File: config.mk
export PLATFORM = sky130hd
export DESIGN_NAME = ps2_receptor
export DESIGN_NICKNAME = d
export VERILOG_FILES = /design/src/rtl/ps2_receptor.sv
export SDC_FILE = /design/constraint.sdc
export NUM_CORES = 1
export LEC_CHECK = 0
export CORE_MARGIN = 2
export CORE_UTILIZATION = 55
export CTS_BUF_LIST = sky130_fd_sc_hd__clkbuf_4
export CTS_CLUSTER_SIZE = 24
export DETAILED_ROUTE_END_ITERATION = 8
export PLACE_DENSITY = 0.74
export SYNTH_ARGS = -nofsm -noshare
export SYNTH_HDL_FRONTEND = slang
export SYNTH_SLANG_ARGS = --single-unit
export TNS_END_PERCENT = 10
File: constraint.sdc
create_clock -name CLK -period 5.8 [get_ports CLK]
set_input_delay 1.16 -clock CLK [delete_from_list [all_inputs] [get_ports CLK]]
set_output_delay 1.16 -clock CLK [all_outputs]
set_load 0.03 [all_outputs]
File: src/rtl/ps2_receptor.sv
// PS/2 keyboard frame receiver: synchronises and deglitches the line pair, checks
// framing/odd parity and strips E0/F0 prefixes, flagging key releases in liberado.
module ps2_receptor #(
  parameter int FILTRO         = 4,
  parameter int TIMEOUT_CICLOS = 5000
) (
  input  logic       CLK,
  input  logic       reset,
  input  logic       ps2_clk,
  input  logic       ps2_data,
  output logic [7:0] dato,
  output logic       listo,
  output logic       liberado,
  output logic       error
);

  localparam logic [1:0] IDLE    = 2'd0;
  localparam logic [1:0] DATOS   = 2'd1;
  localparam logic [1:0] PARIDAD = 2'd2;
  localparam logic [1:0] STOP    = 2'd3;

  localparam logic [3:0]  FILTRO_MAX = 4'(FILTRO - 1);
  localparam logic [15:0] TMO_MAX    = 16'(TIMEOUT_CICLOS - 1);

  logic [1:0]  clk_sync;
  logic [1:0]  dat_sync;
  logic        clk_s;
  logic        dato_bit;
  logic        clk_filt;
  logic        clk_filt_next;
  logic [3:0]  cnt_filtro;
  logic        caida;
  logic [1:0]  estado;
  logic [2:0]  cnt_bits;
  logic [7:0]  byte_rx;
  logic        paridad_ok;
  logic        pend_lib;
  logic [15:0] cnt_tmo;
  logic        timeout;

  assign clk_s    = clk_sync[1];
  assign dato_bit = dat_sync[1];

  always_ff @(posedge CLK or negedge reset) begin
    if (!reset) begin
      clk_sync <= 2'b11;
      dat_sync <= 2'b11;
    end else begin
      clk_sync <= {clk_sync[0], ps2_clk};
      dat_sync <= {dat_sync[0], ps2_data};
    end
  end

  // The falling edge is taken from the filter's next value so the FSM acts on the
  // same edge the filtered clock drops, giving a FILTRO+2 cycle commit latency.
  always_comb begin
    clk_filt_next = clk_filt;
    if (clk_s != clk_filt && cnt_filtro == FILTRO_MAX)
      clk_filt_next = clk_s;
  end

  assign caida   = clk_filt & ~clk_filt_next;
  assign timeout = (estado != IDLE) && (cnt_tmo == TMO_MAX);

  always_ff @(posedge CLK or negedge reset) begin
    if (!reset) begin
      clk_filt   <= 1'b1;
      cnt_filtro <= 4'd0;
    end else begin
      clk_filt <= clk_filt_next;
      if (clk_s == clk_filt || cnt_filtro == FILTRO_MAX)
        cnt_filtro <= 4'd0;
      else
        cnt_filtro <= cnt_filtro + 4'd1;
    end
  end

  always_ff @(posedge CLK or negedge reset) begin
    if (!reset)
      cnt_tmo <= 16'd0;
    else if (estado == IDLE || caida)
      cnt_tmo <= 16'd0;
    else
      cnt_tmo <= cnt_tmo + 16'd1;
  end

  // Timeout wins over a simultaneous falling edge; every error drops a pending F0.
  always_ff @(posedge CLK or negedge reset) begin
    if (!reset) begin
      estado     <= IDLE;
      cnt_bits   <= 3'd0;
      byte_rx    <= 8'h00;
      paridad_ok <= 1'b0;
      pend_lib   <= 1'b0;
      dato       <= 8'h00;
      liberado   <= 1'b0;
      listo      <= 1'b0;
      error      <= 1'b0;
    end else begin
      listo <= 1'b0;
      error <= 1'b0;
      if (timeout) begin
        estado   <= IDLE;
        error    <= 1'b1;
        pend_lib <= 1'b0;
      end else if (caida) begin
        case (estado)
          IDLE: begin
            if (!dato_bit) begin
              estado   <= DATOS;
              cnt_bits <= 3'd0;
            end
          end
          DATOS: begin
            byte_rx  <= {dato_bit, byte_rx[7:1]};
            cnt_bits <= cnt_bits + 3'd1;
            if (cnt_bits == 3'd7)
              estado <= PARIDAD;
          end
          PARIDAD: begin
            paridad_ok <= ^{byte_rx, dato_bit};
            estado     <= STOP;
          end
          STOP: begin
            estado <= IDLE;
            if (dato_bit && paridad_ok) begin
              if (byte_rx == 8'hF0) begin
                pend_lib <= 1'b1;
              end else if (byte_rx != 8'hE0) begin
                dato     <= byte_rx;
                liberado <= pend_lib;
                listo    <= 1'b1;
                pend_lib <= 1'b0;
              end
            end else begin
              error    <= 1'b1;
              pend_lib <= 1'b0;
            end
          end
          default: estado <= IDLE;
        endcase
      end
    end
  end

endmodule

==> impl_results.html, run 1 <==
<table>
<tr><th>Metric</th><th>Value</th></tr>
<tr><th colspan="2">Run</th></tr>
<tr><td>Number of maximum-capacitance constraint violations</td><td>0</td></tr>
<tr><th colspan="2">Layout</th></tr>
<tr><td>Antenna cells</td><td>0</td></tr>
<tr><td>Share of post-route cells with drive strength above 1</td><td>0.178</td></tr>
<tr><td>Number of nets in the layout</td><td>226</td></tr>
<tr><td>Post-Layout Inst Area</td><td>2590 µm²</td></tr>
<tr><td>Area growth from synthesis to layout</td><td>9.71%</td></tr>
<tr><th colspan="2">STA</th></tr>
<tr><td>Relative max-transition margin</td><td>0.257</td></tr>
<tr><td>Worst Skew</td><td>0.0111 ns</td></tr>
<tr><td>Number of hold-slack violations in the final timing report</td><td>0</td></tr>
<tr><td>Crit share post-route</td><td>0.447</td></tr>
<tr><td>Final setup viols</td><td>0</td></tr>
<tr><td>Unrepaired setup endpoints after global routing</td><td>no</td></tr>
<tr><td>Min Clock Period, post-route</td><td>2.59 ns</td></tr>
<tr><td>Minimum setup slack in the final design</td><td>3.21 ns</td></tr>
<tr><td>Max Slew Vio Count</td><td>0</td></tr>
<tr><td>Max Freq</td><td>386 MHz</td></tr>
<tr><td>Actual transition at the worst max-transition pin</td><td>1.11 ns</td></tr>
<tr><td>Sum Neg Setup Slack</td><td>0 ns</td></tr>
<tr><th colspan="2">Synthesis</th></tr>
<tr><td>Count of cell types in the netlist</td><td>35</td></tr>
<tr><td>Top cell types by occurrence after synthesis</td><td>sky130_fd_sc_hd__dfrtp_1 (46), sky130_fd_sc_hd__nor2_1 (24), sky130_fd_sc_hd__xnor2_1 (16)</td></tr>
<tr><td>Area leader, netlist</td><td>sky130_fd_sc_hd__dfrtp_1</td></tr>
<tr><td>Number of warnings issued by yosys</td><td>0</td></tr>
<tr><td>Count of mapped cells out of synthesis</td><td>197</td></tr>
<tr><td>Part of the Yosys area used for sequential elements</td><td>0.544</td></tr>
<tr><td>Post-synthesis instance area</td><td>2360 µm²</td></tr>
<tr><td>Most repeated cell in the gate-level netlist after synthesis</td><td>sky130_fd_sc_hd__dfrtp_1</td></tr>
<tr><td>Per-instance average area after synthesis</td><td>12.0 µm²</td></tr>
<tr><td>Post-synthesis sequential element count</td><td>51</td></tr>
<tr><td>Fraction of post-synthesis cell area in the top cell type by area</td><td>0.488</td></tr>
<tr><td>Syn nets</td><td>210</td></tr>
<tr><td>Main area contributors after synthesis</td><td>sky130_fd_sc_hd__dfrtp_1 (49%), sky130_fd_sc_hd__xnor2_1 (5.9%), sky130_fd_sc_hd__mux2_4 (5.7%), sky130_fd_sc_hd__dfstp_2 (5.6%), sky130_fd_sc_hd__ha_1 (4.8%)</td></tr>
<tr><td>Post-synth EDFFs</td><td>0</td></tr>
<tr><td>Top_reg_cell synth</td><td>sky130_fd_sc_hd__dfrtp_1</td></tr>
<tr><td>Async SR Flop Fraction</td><td>1.00</td></tr>
<tr><th colspan="2">Die</th></tr>
<tr><td>Initial Util</td><td>0.581</td></tr>
<tr><td>Y dimension of the die</td><td>69.5 µm</td></tr>
<tr><td>Std-Cell Rows</td><td>23</td></tr>
<tr><td>Floorplan die width</td><td>69.5 µm</td></tr>
<tr><td>Boundary Pins</td><td>15</td></tr>
<tr><td>Total core area</td><td>4060 µm²</td></tr>
<tr><td>Overall die area</td><td>4830 µm²</td></tr>
<tr><th colspan="2">Pwr</th></tr>
<tr><td>NetSw</td><td>0.196 mW</td></tr>
<tr><td>Total power after layout</td><td>0.665 mW</td></tr>
<tr><td>Sequential share of power</td><td>0.603</td></tr>
<tr><td>Sw Share</td><td>0.295</td></tr>
<tr><td>Leakage Power</td><td>1.17 nW</td></tr>
<tr><td>Pint</td><td>0.469 mW</td></tr>
<tr><td>Combinational share of power</td><td>0.158</td></tr>
<tr><td>Clock group share of total power</td><td>0.239</td></tr>
<tr><td>Power density over cell area</td><td>257 nW/µm²</td></tr>
<tr><td>Worst vdd rail ir drop</td><td>0.000157 V</td></tr>
<tr><th colspan="2">Clock network</th></tr>
<tr><td>Clk Latency, worst-skew pair</td><td>0.37 ns</td></tr>
<tr><td>Number of setup buffers added after CTS</td><td>0</td></tr>
<tr><td>Clk slew on worst S/H paths</td><td>0.15 ns</td></tr>
<tr><td>Post-CTS Hold Buffers</td><td>0</td></tr>
<tr><td>Gates resized, CTS repair</td><td>0</td></tr>
<tr><td>TritonCTS clock tree</td><td>done</td></tr>
<tr><td>Maximum buffer depth of the clock tree</td><td>2</td></tr>
<tr><td>Number of clock sinks</td><td>51</td></tr>
<tr><td>H-tree levels</td><td>2</td></tr>
<tr><td>Number of buffers created by CTS</td><td>5</td></tr>
<tr><td>CTS Root Buffer Type</td><td>sky130_fd_sc_hd__clkbuf_4</td></tr>
<tr><th colspan="2">GRT</th></tr>
<tr><td>Via count of the first global-routing pass</td><td>1431</td></tr>
<tr><td>GRT overflow</td><td>0</td></tr>
<tr><td>Initial antenna violation count</td><td>0</td></tr>
<tr><td>Global-route wire length before repair</td><td>6.78 mm</td></tr>
<tr><td>Largest net degree at the start of global routing</td><td>52</td></tr>
<tr><td>Tot GR Track Use</td><td>0.178</td></tr>
<tr><th colspan="2">Worst hold path</th></tr>
<tr><td>Hold depth</td><td>0</td></tr>
<tr><td>Min-Delay Endpoint</td><td>clk_sync[1]</td></tr>
<tr><td>Hold Crit Start</td><td>clk_sync[0]</td></tr>
<tr><td>Path class of the lowest-slack min-delay path</td><td>reg2reg</td></tr>
<tr><th colspan="2">Drt</th></tr>
<tr><td>Total detailed-routing wirelength</td><td>3.94 mm</td></tr>
<tr><td>Vias per std cell</td><td>5.58</td></tr>
<tr><td>Residual antenna-violating net count after detailed routing</td><td>0</td></tr>
<tr><td>DR WL/cell</td><td>14.9 µm</td></tr>
<tr><td>Iter 0 DRT Violations</td><td>98</td></tr>
<tr><td>First drt pass iteration count</td><td>4</td></tr>
<tr><td>Total via count in the routed design</td><td>1473</td></tr>
<tr><td>DRC violation count after routing</td><td>0</td></tr>
<tr><th colspan="2">Place</th></tr>
<tr><td># port buffers</td><td>14</td></tr>
<tr><td>Post-DP HPWL</td><td>2.79 mm</td></tr>
<tr><td>Worst slack after detailed placement</td><td>3.30 ns</td></tr>
<tr><td>Standard cell area after detailed placement</td><td>2530 µm²</td></tr>
<tr><td>Final estimated routing congestion in global placement</td><td>0.790</td></tr>
<tr><th colspan="2">Worst setup path</th></tr>
<tr><td>Number of cells on the worst reg-to-reg path</td><td>6</td></tr>
<tr><td>Setup slack on the worst flop-to-flop path</td><td>3.29 ns</td></tr>
<tr><td>Category of the worst setup path capture point</td><td>output pin</td></tr>
<tr><td>Slowest-stage cell, CP</td><td>sky130_fd_sc_hd__clkdlybuf4s50_1</td></tr>
<tr><td>Critical path launch point type</td><td>flop</td></tr>
<tr><td>Worst flop-to-flop path startpoint</td><td>cnt_filtro[0]</td></tr>
<tr><td>Critical path type</td><td>reg2out</td></tr>
<tr><td>Data required time at the worst endpoint</td><td>4.64 ns</td></tr>
<tr><td>Crit path arrival time</td><td>1.43 ns</td></tr>
<tr><td>Crit-path max FO</td><td>2</td></tr>
<tr><td>Delay-heaviest family, CP</td><td>buffers and inverters</td></tr>
<tr><td>Ordered cell list for the critical path</td><td>clkdlybuf4s50_1</td></tr>
<tr><td>Max stage delay on crit path</td><td>0.67 ns</td></tr>
<tr><td>Capture point of the worst reg-to-reg path</td><td>dato[5]</td></tr>
<tr><td>Worst Path Buf+Inv</td><td>1</td></tr>
<tr><th colspan="2">Run status</th></tr>
<tr><td>Run status</td><td>complete, no violations</td></tr>
</table>
[power by group through the flow]
stage / sequential, mW / combinational [mW] / clock [mW]
after floorplan: 0.402 / 0.0808 / 0
final: 0.401 / 0.105 / 0.159
after global placement: 0.405 / 0.0993 / 0
after detailed placement: 0.408 / 0.106 / 0
after global routing: 0.404 / 0.120 / 0.183
after CTS: 0.401 / 0.107 / 0.168
[sequential cells by signal, indices dropped and copies added, names as in the netlist]
register    cells
cnt_tmo        16
estado          2
dat_sync        2
byte_rx         8
cnt_filtro      4
clk_sync        2
error           1
dato            8
liberado        1
listo           1
paridad_ok      1
cnt_bits        3
pend_lib        1
clk_filt        1
[cells by family (layout without fill, tap and decap cells)]
kind of cell | after synthesis | count (layout) | synth area share
and+or+nand+nor | 71 | 71 | 0.156
DFF | 51 | 51 | 0.544
xor gates and xnor gates | 25 | 25 | 0.0929
muxes | 17 | 17 | 0.0955
AOI/OAI and AO/OA | 15 | 15 | 0.0467
adders and majority gates | 9 | 9 | 0.0478
buffers and inverters | 9 | 26 | 0.0175
[how the worst max path moves through the flow]
stage             startpoint       to  slack (ns)  cells after the start
3_3_place_gp   cnt_filtro[0]  dato[5]        3.38                      6
4_1_cts              dato[7]  dato[7]        3.18                      1
3_5_place_dp   cnt_filtro[0]  dato[5]        3.30                      6
5_1_grt              dato[6]  dato[6]        3.13                      1
2_1_floorplan  cnt_filtro[0]  dato[0]        3.45                      7
6_report             dato[4]  dato[4]        3.21                      1
[routing by layer]
metal	routed length [µm]	up-vias	part of all wire	global-route usage
met5	0	-	0	0
met4	51	0	0.013	0.0654
met3	149	5	0.038	0.0523
met2	1860	28	0.47	0.270
met1	1880	728	0.48	0.244
li1	-	712	-	-
[placed cells by master, fill, tap and decap left out, drive strengths merged, types with 6 or more instances in the layout]
master / count
xor2: 9
dfrtp: 46
nor2: 24
xnor2: 16
nand3: 6
nand2: 15
ha: 9
mux2: 17
clkdlybuf4s50: 13
[layout make-up]
cell class              instances  area [µm²]
fillers                       322        1470
flip-flops and latches         51        1280
multi-input cells             137        1030
repair buffers                 14         135
well taps                      50        62.6
clock buffers                   5        37.5
clock inverters                 3        20.0
inverters                       4        15.0
[stage by stage]
stage                     hold WS (ns)  utilization  cells
after floorplan                  0.345            -    197
after global placement           0.346        0.623    256
after detailed placement         0.348        0.623    256
after CTS                        0.369        0.637    264
after global routing             0.375        0.637    264
final                            0.367        0.637    264
(Power assumes the default switching activity.)
==> inputs of run 2 (changes only) <==
Clock period 5.8 ns to 2.6 ns, I/O delays scaled along.
==> run 2 against run 1 <==
  * Global-route usage grew 0.56 points
  * Sequential share of layout area shrank 0.43 points
  * Sequential power is 120% higher
  * Power increased by 120%
  * Critical endpoint is now dato[2]
  * Worst setup slack lost 3.0 ns
  * Critical path depth increased by 5
  * Final cell count grew 1.1%
  * Non-clock buffer count up 3
  * Die area is the same
  * Cell area increased by 0.87%
  * Largest cell class unchanged
==> impl_results.html, run 2 (synthesis results as in run 1) <==
<table>
<tr><th>Metric</th><th>Value</th></tr>
<tr><th colspan="2">Run status</th></tr>
<tr><td>Run status</td><td>complete, no violations</td></tr>
<tr><th colspan="2">Clock network</th></tr>
<tr><td>TritonCTS clock tree</td><td>done</td></tr>
<tr><td>H-tree levels</td><td>2</td></tr>
<tr><td>Gates resized, CTS repair</td><td>0</td></tr>
<tr><td>Number of setup buffers added after CTS</td><td>0</td></tr>
<tr><td>Clk slew on worst S/H paths</td><td>0.15 ns</td></tr>
<tr><td>Number of buffers created by CTS</td><td>5</td></tr>
<tr><td>CTS Root Buffer Type</td><td>sky130_fd_sc_hd__clkbuf_4</td></tr>
<tr><td>Number of clock sinks</td><td>51</td></tr>
<tr><td>Maximum buffer depth of the clock tree</td><td>2</td></tr>
<tr><td>Post-CTS Hold Buffers</td><td>0</td></tr>
<tr><td>Clk Latency, worst-skew pair</td><td>0.37 ns</td></tr>
<tr><th colspan="2">Layout</th></tr>
<tr><td>Most frequent standard cell in the layout excluding fill and tap cells</td><td>sky130_fd_sc_hd__dfrtp_1</td></tr>
<tr><td>Share of post-route cells with drive strength above 1</td><td>0.194</td></tr>
<tr><td>Antenna cells</td><td>0</td></tr>
<tr><td>Final design utilization</td><td>0.643</td></tr>
<tr><td>Most frequent cells in the layout</td><td>sky130_fd_sc_hd__dfrtp_1 (46), sky130_fd_sc_hd__nor2_1 (24), sky130_fd_sc_hd__xnor2_1 (16)</td></tr>
<tr><td>Area growth from synthesis to layout</td><td>10.7%</td></tr>
<tr><td>Largest register by flop count</td><td>cnt_tmo</td></tr>
<tr><td>Largest registers</td><td>cnt_tmo: 16 flops, byte_rx: 8 flops, dato: 8 flops</td></tr>
<tr><td>Flip-flop count of the largest register, all copies and words added</td><td>16</td></tr>
<tr><td>Post-Layout Inst Area</td><td>2610 µm²</td></tr>
<tr><td>Number of nets in the layout</td><td>229</td></tr>
<tr><td>Filler cells</td><td>323</td></tr>
<tr><th colspan="2">Worst hold path</th></tr>
<tr><td>Path class of the lowest-slack min-delay path</td><td>in2async</td></tr>
<tr><th colspan="2">STA</th></tr>
<tr><td>Final setup viols</td><td>0</td></tr>
<tr><td>Sum Neg Setup Slack</td><td>0 ns</td></tr>
<tr><td>Max Freq</td><td>420 MHz</td></tr>
<tr><td>Unrepaired setup endpoints after global routing</td><td>no</td></tr>
<tr><td>Number of hold-slack violations in the final timing report</td><td>0</td></tr>
<tr><td>Min Clock Period, post-route</td><td>2.38 ns</td></tr>
<tr><td>Max Slew Vio Count</td><td>0</td></tr>
<tr><td>Actual transition at the worst max-transition pin</td><td>1.15 ns</td></tr>
<tr><td>Relative max-transition margin</td><td>0.233</td></tr>
<tr><td>Worst Skew</td><td>0.0165 ns</td></tr>
<tr><td>Crit share post-route</td><td>0.915</td></tr>
<tr><th colspan="2">Worst setup path</th></tr>
<tr><td>Max stage delay on crit path</td><td>0.61 ns</td></tr>
<tr><td>Origin of the worst setup path</td><td>cnt_filtro[0]</td></tr>
<tr><td>Setup slack on the worst flop-to-flop path</td><td>0.22 ns</td></tr>
<tr><td>Category of the worst setup path capture point</td><td>flop</td></tr>
<tr><td>Number of cells on the worst reg-to-reg path</td><td>6</td></tr>
<tr><td>Crit path arrival time</td><td>2.64 ns</td></tr>
<tr><td>Worst flop-to-flop path startpoint</td><td>cnt_filtro[0]</td></tr>
<tr><td>Data required time at the worst endpoint</td><td>2.86 ns</td></tr>
<tr><td>Worst setup path endpoint</td><td>dato[2]</td></tr>
<tr><td>Slowest-stage cell, CP</td><td>sky130_fd_sc_hd__or4_4</td></tr>
<tr><td>Critical path type</td><td>reg2reg</td></tr>
<tr><td>Crit-path max FO</td><td>9</td></tr>
<tr><td>Critical path launch point type</td><td>flop</td></tr>
<tr><td>Ordered cell list for the critical path</td><td>ha_1, or3b_4, nor3b_4, nand2_2, or4_4, mux2_4</td></tr>
<tr><td>Capture point of the worst reg-to-reg path</td><td>dato[2]</td></tr>
<tr><th colspan="2">Drt</th></tr>
<tr><td>Total detailed-routing wirelength</td><td>3.99 mm</td></tr>
<tr><td>DRC violation count after routing</td><td>0</td></tr>
<tr><td>Residual antenna-violating net count after detailed routing</td><td>0</td></tr>
<tr><td>DR WL/cell</td><td>14.9 µm</td></tr>
<tr><td>Iter 0 DRT Violations</td><td>46</td></tr>
<tr><td>First drt pass iteration count</td><td>4</td></tr>
<tr><td>Total via count in the routed design</td><td>1473</td></tr>
<tr><td>Vias per std cell</td><td>5.52</td></tr>
<tr><th colspan="2">GRT</th></tr>
<tr><td>Tot GR Track Use</td><td>0.184</td></tr>
<tr><td>GRT overflow</td><td>0</td></tr>
<tr><td>Via count of the first global-routing pass</td><td>1509</td></tr>
<tr><td>Global-route wire length before repair</td><td>7.07 mm</td></tr>
<tr><td>Initial antenna violation count</td><td>0</td></tr>
<tr><td>Largest net degree at the start of global routing</td><td>52</td></tr>
<tr><th colspan="2">Place</th></tr>
<tr><td>Post-DP HPWL</td><td>2.77 mm</td></tr>
<tr><td>Standard cell area after detailed placement</td><td>2550 µm²</td></tr>
<tr><td>Final estimated routing congestion in global placement</td><td>0.785</td></tr>
<tr><td># port buffers</td><td>14</td></tr>
<tr><th colspan="2">Pwr</th></tr>
<tr><td>Sequential share of power</td><td>0.601</td></tr>
<tr><td>Clock group share of total power</td><td>0.241</td></tr>
<tr><td>Leakage Power</td><td>1.19 nW</td></tr>
<tr><td>NetSw</td><td>0.431 mW</td></tr>
<tr><td>Sw Share</td><td>0.289</td></tr>
<tr><td>Worst vdd rail ir drop</td><td>0.000333 V</td></tr>
<tr><td>Combinational share of power</td><td>0.158</td></tr>
<tr><td>Pint</td><td>1.06 mW</td></tr>
<tr><td>Power density over cell area</td><td>570 nW/µm²</td></tr>
<tr><th colspan="2">Die</th></tr>
<tr><td>Initial Util</td><td>0.581</td></tr>
<tr><td>Floorplan die width</td><td>69.5 µm</td></tr>
<tr><td>Overall die area</td><td>4830 µm²</td></tr>
<tr><td>Total core area</td><td>4060 µm²</td></tr>
<tr><td>Std-Cell Rows</td><td>23</td></tr>
<tr><td>Y dimension of the die</td><td>69.5 µm</td></tr>
<tr><td>Boundary Pins</td><td>15</td></tr>
<tr><th colspan="2">Run</th></tr>
<tr><td>Number of maximum-capacitance constraint violations</td><td>0</td></tr>
</table>
## run 2: layout make-up
class	count	area [µm²]	area share
inverters	4	15.0	0.00576
clock inverters	2	12.5	0.00480
clock buffers	6	45.0	0.0173
flip-flops and latches	51	1280	0.492
repair buffers	17	158	0.0604
multi-input cells	137	1030	0.396
well taps	50	62.6	0.0240
## run 2: power groups by stage
stage | logic, mW | registers [mW] | clock network, mW
CTS | 0.240 | 0.894 | 0.373
global route | 0.269 | 0.901 | 0.409
detailed placement | 0.237 | 0.909 | 0
floorplan | 0.180 | 0.897 | 0
global placement | 0.222 | 0.902 | 0
finish | 0.236 | 0.894 | 0.359
## run 2: metal layers
metal,up-vias,share of wire,GRT usage
li1,716,-,-
met1,732,0.48,0.249
met2,21,0.47,0.290
met3,4,0.033,0.0480
met4,0,0.015,0.0610
met5,-,0,0
## run 2: worst min-delay path by stage
stage	start	end	slack (ns)	cells after the start
floorplan	reset	byte_rx[0]	0.22	0
global placement	dat_sync[0]	dat_sync[1]	0.35	0
detailed placement	dat_sync[0]	dat_sync[1]	0.35	0
CTS	reset	estado[0]	0.24	2
global route	reset	estado[0]	0.26	2
finish	reset	paridad_ok	0.23	2
## run 2: worst max-delay path: cells and delay by family, from the launching register on
| kind | cells | cell delay [ns] |
|---|---|---|
| adder cells (fa/ha/maj) | 1 | 0.20 |
| multiplexers | 1 | 0.34 |
| flip-flops | 1 | 0.40 |
| AND/OR/NAND/NOR | 4 | 1.34 |
## run 2: metrics by stage
| stage | power [mW] | instances | hold slack (ns) | setup WS, ns |
|---|---|---|---|---|
| after global placement | 1.12 | 259 | 0.346 | 0.292 |
| after global routing | 1.58 | 267 | 0.259 | 0.0489 |
| final | 1.49 | 267 | 0.233 | 0.222 |
| after CTS | 1.51 | 267 | 0.238 | 0.213 |
| after floorplan | 1.08 | 197 | 0.224 | 0.255 |
| after detailed placement | 1.15 | 259 | 0.347 | 0.231 |
==> variant 1 (flow settings as in run 2) <==
Make the reset (`reset`) synchronous in 4 clocked blocks.
--- a/src/rtl/ps2_receptor.sv
+++ b/src/rtl/ps2_receptor.sv
@@ -43,3 +43,3 @@
 
-  always_ff @(posedge CLK or negedge reset) begin
+  always_ff @(posedge CLK) begin
     if (!reset) begin
@@ -64,3 +64,3 @@
 
-  always_ff @(posedge CLK or negedge reset) begin
+  always_ff @(posedge CLK) begin
     if (!reset) begin
@@ -77,3 +77,3 @@
 
-  always_ff @(posedge CLK or negedge reset) begin
+  always_ff @(posedge CLK) begin
     if (!reset)
@@ -87,3 +87,3 @@
   // Timeout wins over a simultaneous falling edge; every error drops a pending F0.
-  always_ff @(posedge CLK or negedge reset) begin
+  always_ff @(posedge CLK) begin
     if (!reset) begin
Behaviour: no difference found for any inputs over 10 cycles, from zero or initial values and one cycle with reset low; that may be too few to reach the edited logic, so the function may still have changed.
==> variant 1 against run 2 <==
Area after synthesis fell by 6.2%; setup slack improved by 0.30 ns; via count increased by 12%; design area shrank 6.6%; sequential share of layout area shrank 7.3 points; synthesized cell count rose by 21%; maximum frequency increased by 14%; routed wire length down 0.28%; sequential cell count stayed put; critical path depth did not move; critical endpoint is now cnt_bits[0].
Power is not compared: it rests on default switching activity, and its combinational part moved more than twofold at a synthesized area within 25%.
==> variant 1: results (changes against run 2) <==
yosys:
  yosysWarningCount: 0  # unchanged
  yosysMostFrequentCell: "dfxtp_1"  # was dfrtp_1
  synth_cell_types: 39  # was 35
  ys_top_cells_by_area: "dfxtp_1, ha_1, mux2i_1"  # was dfrtp_1, xnor2_1, mux2_4
  ys_async_sr_fraction_pct: 0  # was 100%
  synth_top_family_by_area: "simple AND/OR/NAND/NOR gates"  # unchanged
  synth-xor-area-share_pct: 9.11  # was 9.29%
  synth_compound_area_share_pct: 8.99  # was 4.67%
  ys_seq_area_share_pct: 46.2  # was 54.4%
  synth_mux_area_share_pct: 4.98  # was 9.55%
  synth.net_count: 251  # was 210
  synthTopCellsByCount: "dfxtp_1, nor2_1, nand3_1, a21oi_1, nand2_1"  # was dfrtp_1, nor2_1, xnor2_1, nand2_1
  yosys.area_share.adder_pct: 5.09  # was 4.78%
clock_tree:
  cts_made_buffers: 5  # unchanged
  cts_resized: 0  # unchanged
  cts_setup_buffers: 0  # unchanged
  clk_pin_slew_ns: 0.14
timing:
  slew_headroom_pct: 58.2  # was 23.3%
  fin_skew_ns: 0.0121  # was 0.0165 ns
  finalSetupTns_ns: 0  # unchanged
  maxSlewViolCount: 0  # unchanged
  hold_ws_ns: 0.428  # was 0.233 ns
final_layout:
  top_regs: "cnt_tmo x16, byte_rx x8, dato x8"  # unchanged
  n_fill_cell: 350  # was 323
  final_nets: 266  # was 229
  drive_above_1_share_pct: 6.30  # was 19.4%
grt:
  use_met2_pct: 33.0  # was 29.0%
  grt_pass1_wl_mm: 6.82  # was 7.07 mm
  grt_pass1_vias: 1523  # was 1509
  grt_antenna_before_repair: 0  # unchanged
  grt_max_degree: 24  # was 52
  met1_usage_pct: 24.7  # was 24.9%
  grt_util_all_layers_pct: 19.9  # was 18.4%
  gr-usage-met3_pct: 5.50  # was 4.80%
outcome:
  status: "complete, no violations"  # unchanged
setup_path:
  slowest_delay_ns: 0.49  # was 0.61 ns
  crit_arrival_ns: 2.36  # was 2.64 ns
  r2r_setup_slack_ns: 0.52  # was 0.22 ns
  path_delay_family: "compound AO/OA/AOI/OAI gates"  # was simple AND/OR/NAND/NOR gates
  critPathSlowestCell: "o211a_1"  # was or4_4
  cp_max_fo: 11  # was 9
route:
  via_per_inst: 5.45  # was 5.52
  drtIter0Drc: 76  # was 46
  first_pass_iters: 4  # unchanged
  wl_met2_mm: 1.84  # was 1.88 mm
  routed_wl_mm: 3.98  # was 3.99 mm
  route.met3.wl_um: 170  # was 130 um
  wl_met1_mm: 1.90  # was 1.91 mm
place:
  place.gp.congestion: 0.770  # was 0.785
  place_hpwl_mm: 2.76  # was 2.77 mm
min_path:
  hold_class: "reg2reg"  # was in2async
power:
  pwr-share-seq_pct: 68.1
  vdd_drop_max_mv: 0.304
  powerClk_mw: 0.344
  leakagePower_nw: 0.841
-- variant 1: cell types whose count changed in the layout (fill, tap and decap cells not counted), sizes merged, moves of 3 or more --
cell | run 2 | this run
dfxtp | 0 | 51
dfrtp | 46 | 0
mux2 | 17 | 0
a21oi | 0 | 15
nand3 | 6 | 18
mux2i | 0 | 11
o21ai | 3 | 11
dfstp | 5 | 0
nor2 | 24 | 29
nand2b | 1 | 5
or3 | 1 | 5
xnor2 | 16 | 12
nor4 | 5 | 2
-- variant 1: worst reg2reg max path, stage by stage (launching register included) --
cell and delay [ns]:
dfxtp_1 0.38, ha_1 0.20, nor3b_4 0.28, and2_2 0.25, o211a_1 0.49, a21oi_1 0.13, a211oi_1 0.26
-- variant 1: metrics by stage --
stage / util (%) / power [mW] / instances / area [um2] / setup slack [ns]
floorplan: - / 0.817 / 238 / 2210 / 0.876
global placement: 60.5 / 0.828 / 296 / 2380 / 0.660
detailed placement: 60.5 / 0.829 / 296 / 2380 / 0.564
CTS: 61.8 / 1.17 / 304 / 2440 / 0.510
global route: 61.8 / 1.20 / 304 / 2440 / 0.326
finish: 61.8 / 1.16 / 304 / 2440 / 0.517
-- variant 1: cell type report --
cell class,count,area share (%)
inverters,6,0.924
multi-input cells,173,46.1
flip-flops and latches,51,41.9
repair buffers,16,6.37
clock buffers,5,1.54
well taps,50,2.57
clock inverters,3,0.616
-- variant 1: path summary, 6_finish.rpt --
path / from / endpoint / cells after the start
max: cnt_filtro[0] / cnt_bits[0] / 6
max reg2reg: cnt_filtro[0] / cnt_bits[0] / 6
min: clk_sync[0] / clk_sync[1] / 1
min reg2reg: clk_sync[0] / clk_sync[1] / 1
==> variant 2 (config.mk and constraints of run 2) <==
Made on the original files. Set the parameter `TIMEOUT_CICLOS` to 2500 (it was 5000).
--- a/src/rtl/ps2_receptor.sv
+++ b/src/rtl/ps2_receptor.sv
@@ -4,3 +4,3 @@
   parameter int FILTRO         = 4,
-  parameter int TIMEOUT_CICLOS = 5000
+  parameter int TIMEOUT_CICLOS = 2500
 ) (
Function: same outputs for any inputs over 10 cycles, from zero or initial values and one cycle with reset low; that may be too few to reach the edited logic, so the function may still have changed.
==> variant 2 against run 2 <==
Count of clock-buffer cells in the layout fell by 1; cell count is 0.37% lower; sequential power is essentially flat; setup slack got worse by 0.11 ns; largest power group unchanged; total power up 4.5%; sequential cell count did not move; area after synthesis shrank 0.16%; design area up 0.86%; routed wire length shrank 1.5%; clock power up 21%; sequential share of layout area fell by 0.42 points.
==> variant 2: results (changes against run 2) <==
final_layout:
  final_cells: 266  # was 267
  multi_input_area_mm2: 0.00104  # was 0.00103 mm2
  buf_share_pct: 5.71  # was 6.04%
  n_fill_cell: 302  # was 323
  design.seq.count: 51  # unchanged
  sh_seq_area_pct: 48.7  # was 49.2%
  drive_above_1_share_pct: 19.9  # was 19.4%
  final_nets: 228  # was 229
  top_regs: "cnt_tmo x16, byte_rx x8, dato x8"  # unchanged
  buffers: 16  # was 17
  final_util_pct: 64.8  # was 64.3%
  fin_area_mm2: 0.00263  # was 0.00261 mm2
  final-clk-cell-share_pct: 2.90  # was 2.21%
power:
  leakagePower_nw: 1.22  # was 1.19 nW
  vdd_drop_max_mv: 0.344  # was 0.333 mV
setup_path:
  startpoint: "estado[0]"  # was cnt_filtro[0]
  path_delay_family: "simple AND/OR/NAND/NOR gates"  # unchanged
  slowest_delay_ns: 0.54  # was 0.61 ns
  crit_arrival_ns: 2.75  # was 2.64 ns
clock_tree:
  cts_resized: 0  # unchanged
  clk_pin_slew_ns: 0.14
  htree_levels: 2  # unchanged
place:
  place_hpwl_mm: 2.93  # was 2.77 mm
  numPortBuffers: 14  # unchanged
  dp_cells: 258  # was 259
  pre_cts_ws_ns: 0.125  # was 0.231 ns
  place.gp.congestion: 0.723  # was 0.785
yosys:
  synth_compound_area_share_pct: 4.63  # was 4.67%
  synth.net_count: 208  # was 210
  synth-xor-area-share_pct: 8.93  # was 9.29%
  ys_seq_area_share_pct: 54.5  # was 54.4%
  synthTopCellsByCount: "dfrtp_1, nor2_1, mux2_2, xor2_1, nand2_1"  # was dfrtp_1, nor2_1, xnor2_1, nand2_1
  yosys.area_share.adder_pct: 4.78  # about the same
  ys_top_cells_by_area: "dfrtp_1, mux2_2, dfstp_2"  # was dfrtp_1, xnor2_1, mux2_4
  synth_cell_types: 38  # was 35
  ys_async_sr_fraction_pct: 100  # unchanged
  synth.avg_cell_area_um2: 12.1  # was 12.0 um2
  synth_mux_area_share_pct: 9.09  # was 9.55%
route:
  first_pass_iters: 4  # unchanged
  via_per_inst: 5.56  # was 5.52
  drtIter0Drc: 64  # was 46
  routed_wl_mm: 3.93  # was 3.99 mm
timing:
  fin_skew_ns: 0.0105  # was 0.0165 ns
  tightest_slew_ns: 0.616  # was 1.15 ns
grt:
  grt_max_degree: 52  # unchanged
  grt_util_all_layers_pct: 18.1  # was 18.4%
  grt_pass1_vias: 1556  # was 1509
  grt_pass1_wl_mm: 6.95  # was 7.07 mm
outcome:
  status: "complete, no violations"  # unchanged
-- variant 2: cell types whose count changed after synthesis, sizes merged, moves of 3 or more --
cell	delta
nand3	+3
nor2	-3
xor2	+5
and2	+4
nor3	-4
and4	+3
xnor2	-6
-- variant 2: final timing paths --
path                                     to  slack (ns)  cells after the start
worst max-delay path                dato[1]        0.11                      7
worst min-delay path            cnt_bits[0]        0.22                      2
worst max register to register      dato[1]        0.11                      7
worst min register to register  clk_sync[1]        0.37                      0
max in group asynchronous        cnt_tmo[7]        1.95                      2
min in group CLK                clk_sync[1]        0.37                      0
-- variant 2: layer usage --
metal  vias up  part of all wire (%)  global-route usage, %
met5         -                     0                      0
met4         0                  0.71                   5.66
met3         4                   4.5                   4.80
met2        30                    50                   31.4
met1       729                    44                   22.1
li1        715                     -                      -
-- variant 2: power breakdown --
part,switching [mW],total [mW],internal (mW)
clock network,0.235,0.433,0.198
registers,0.0426,0.891,0.848
logic,0.142,0.232,0.0905
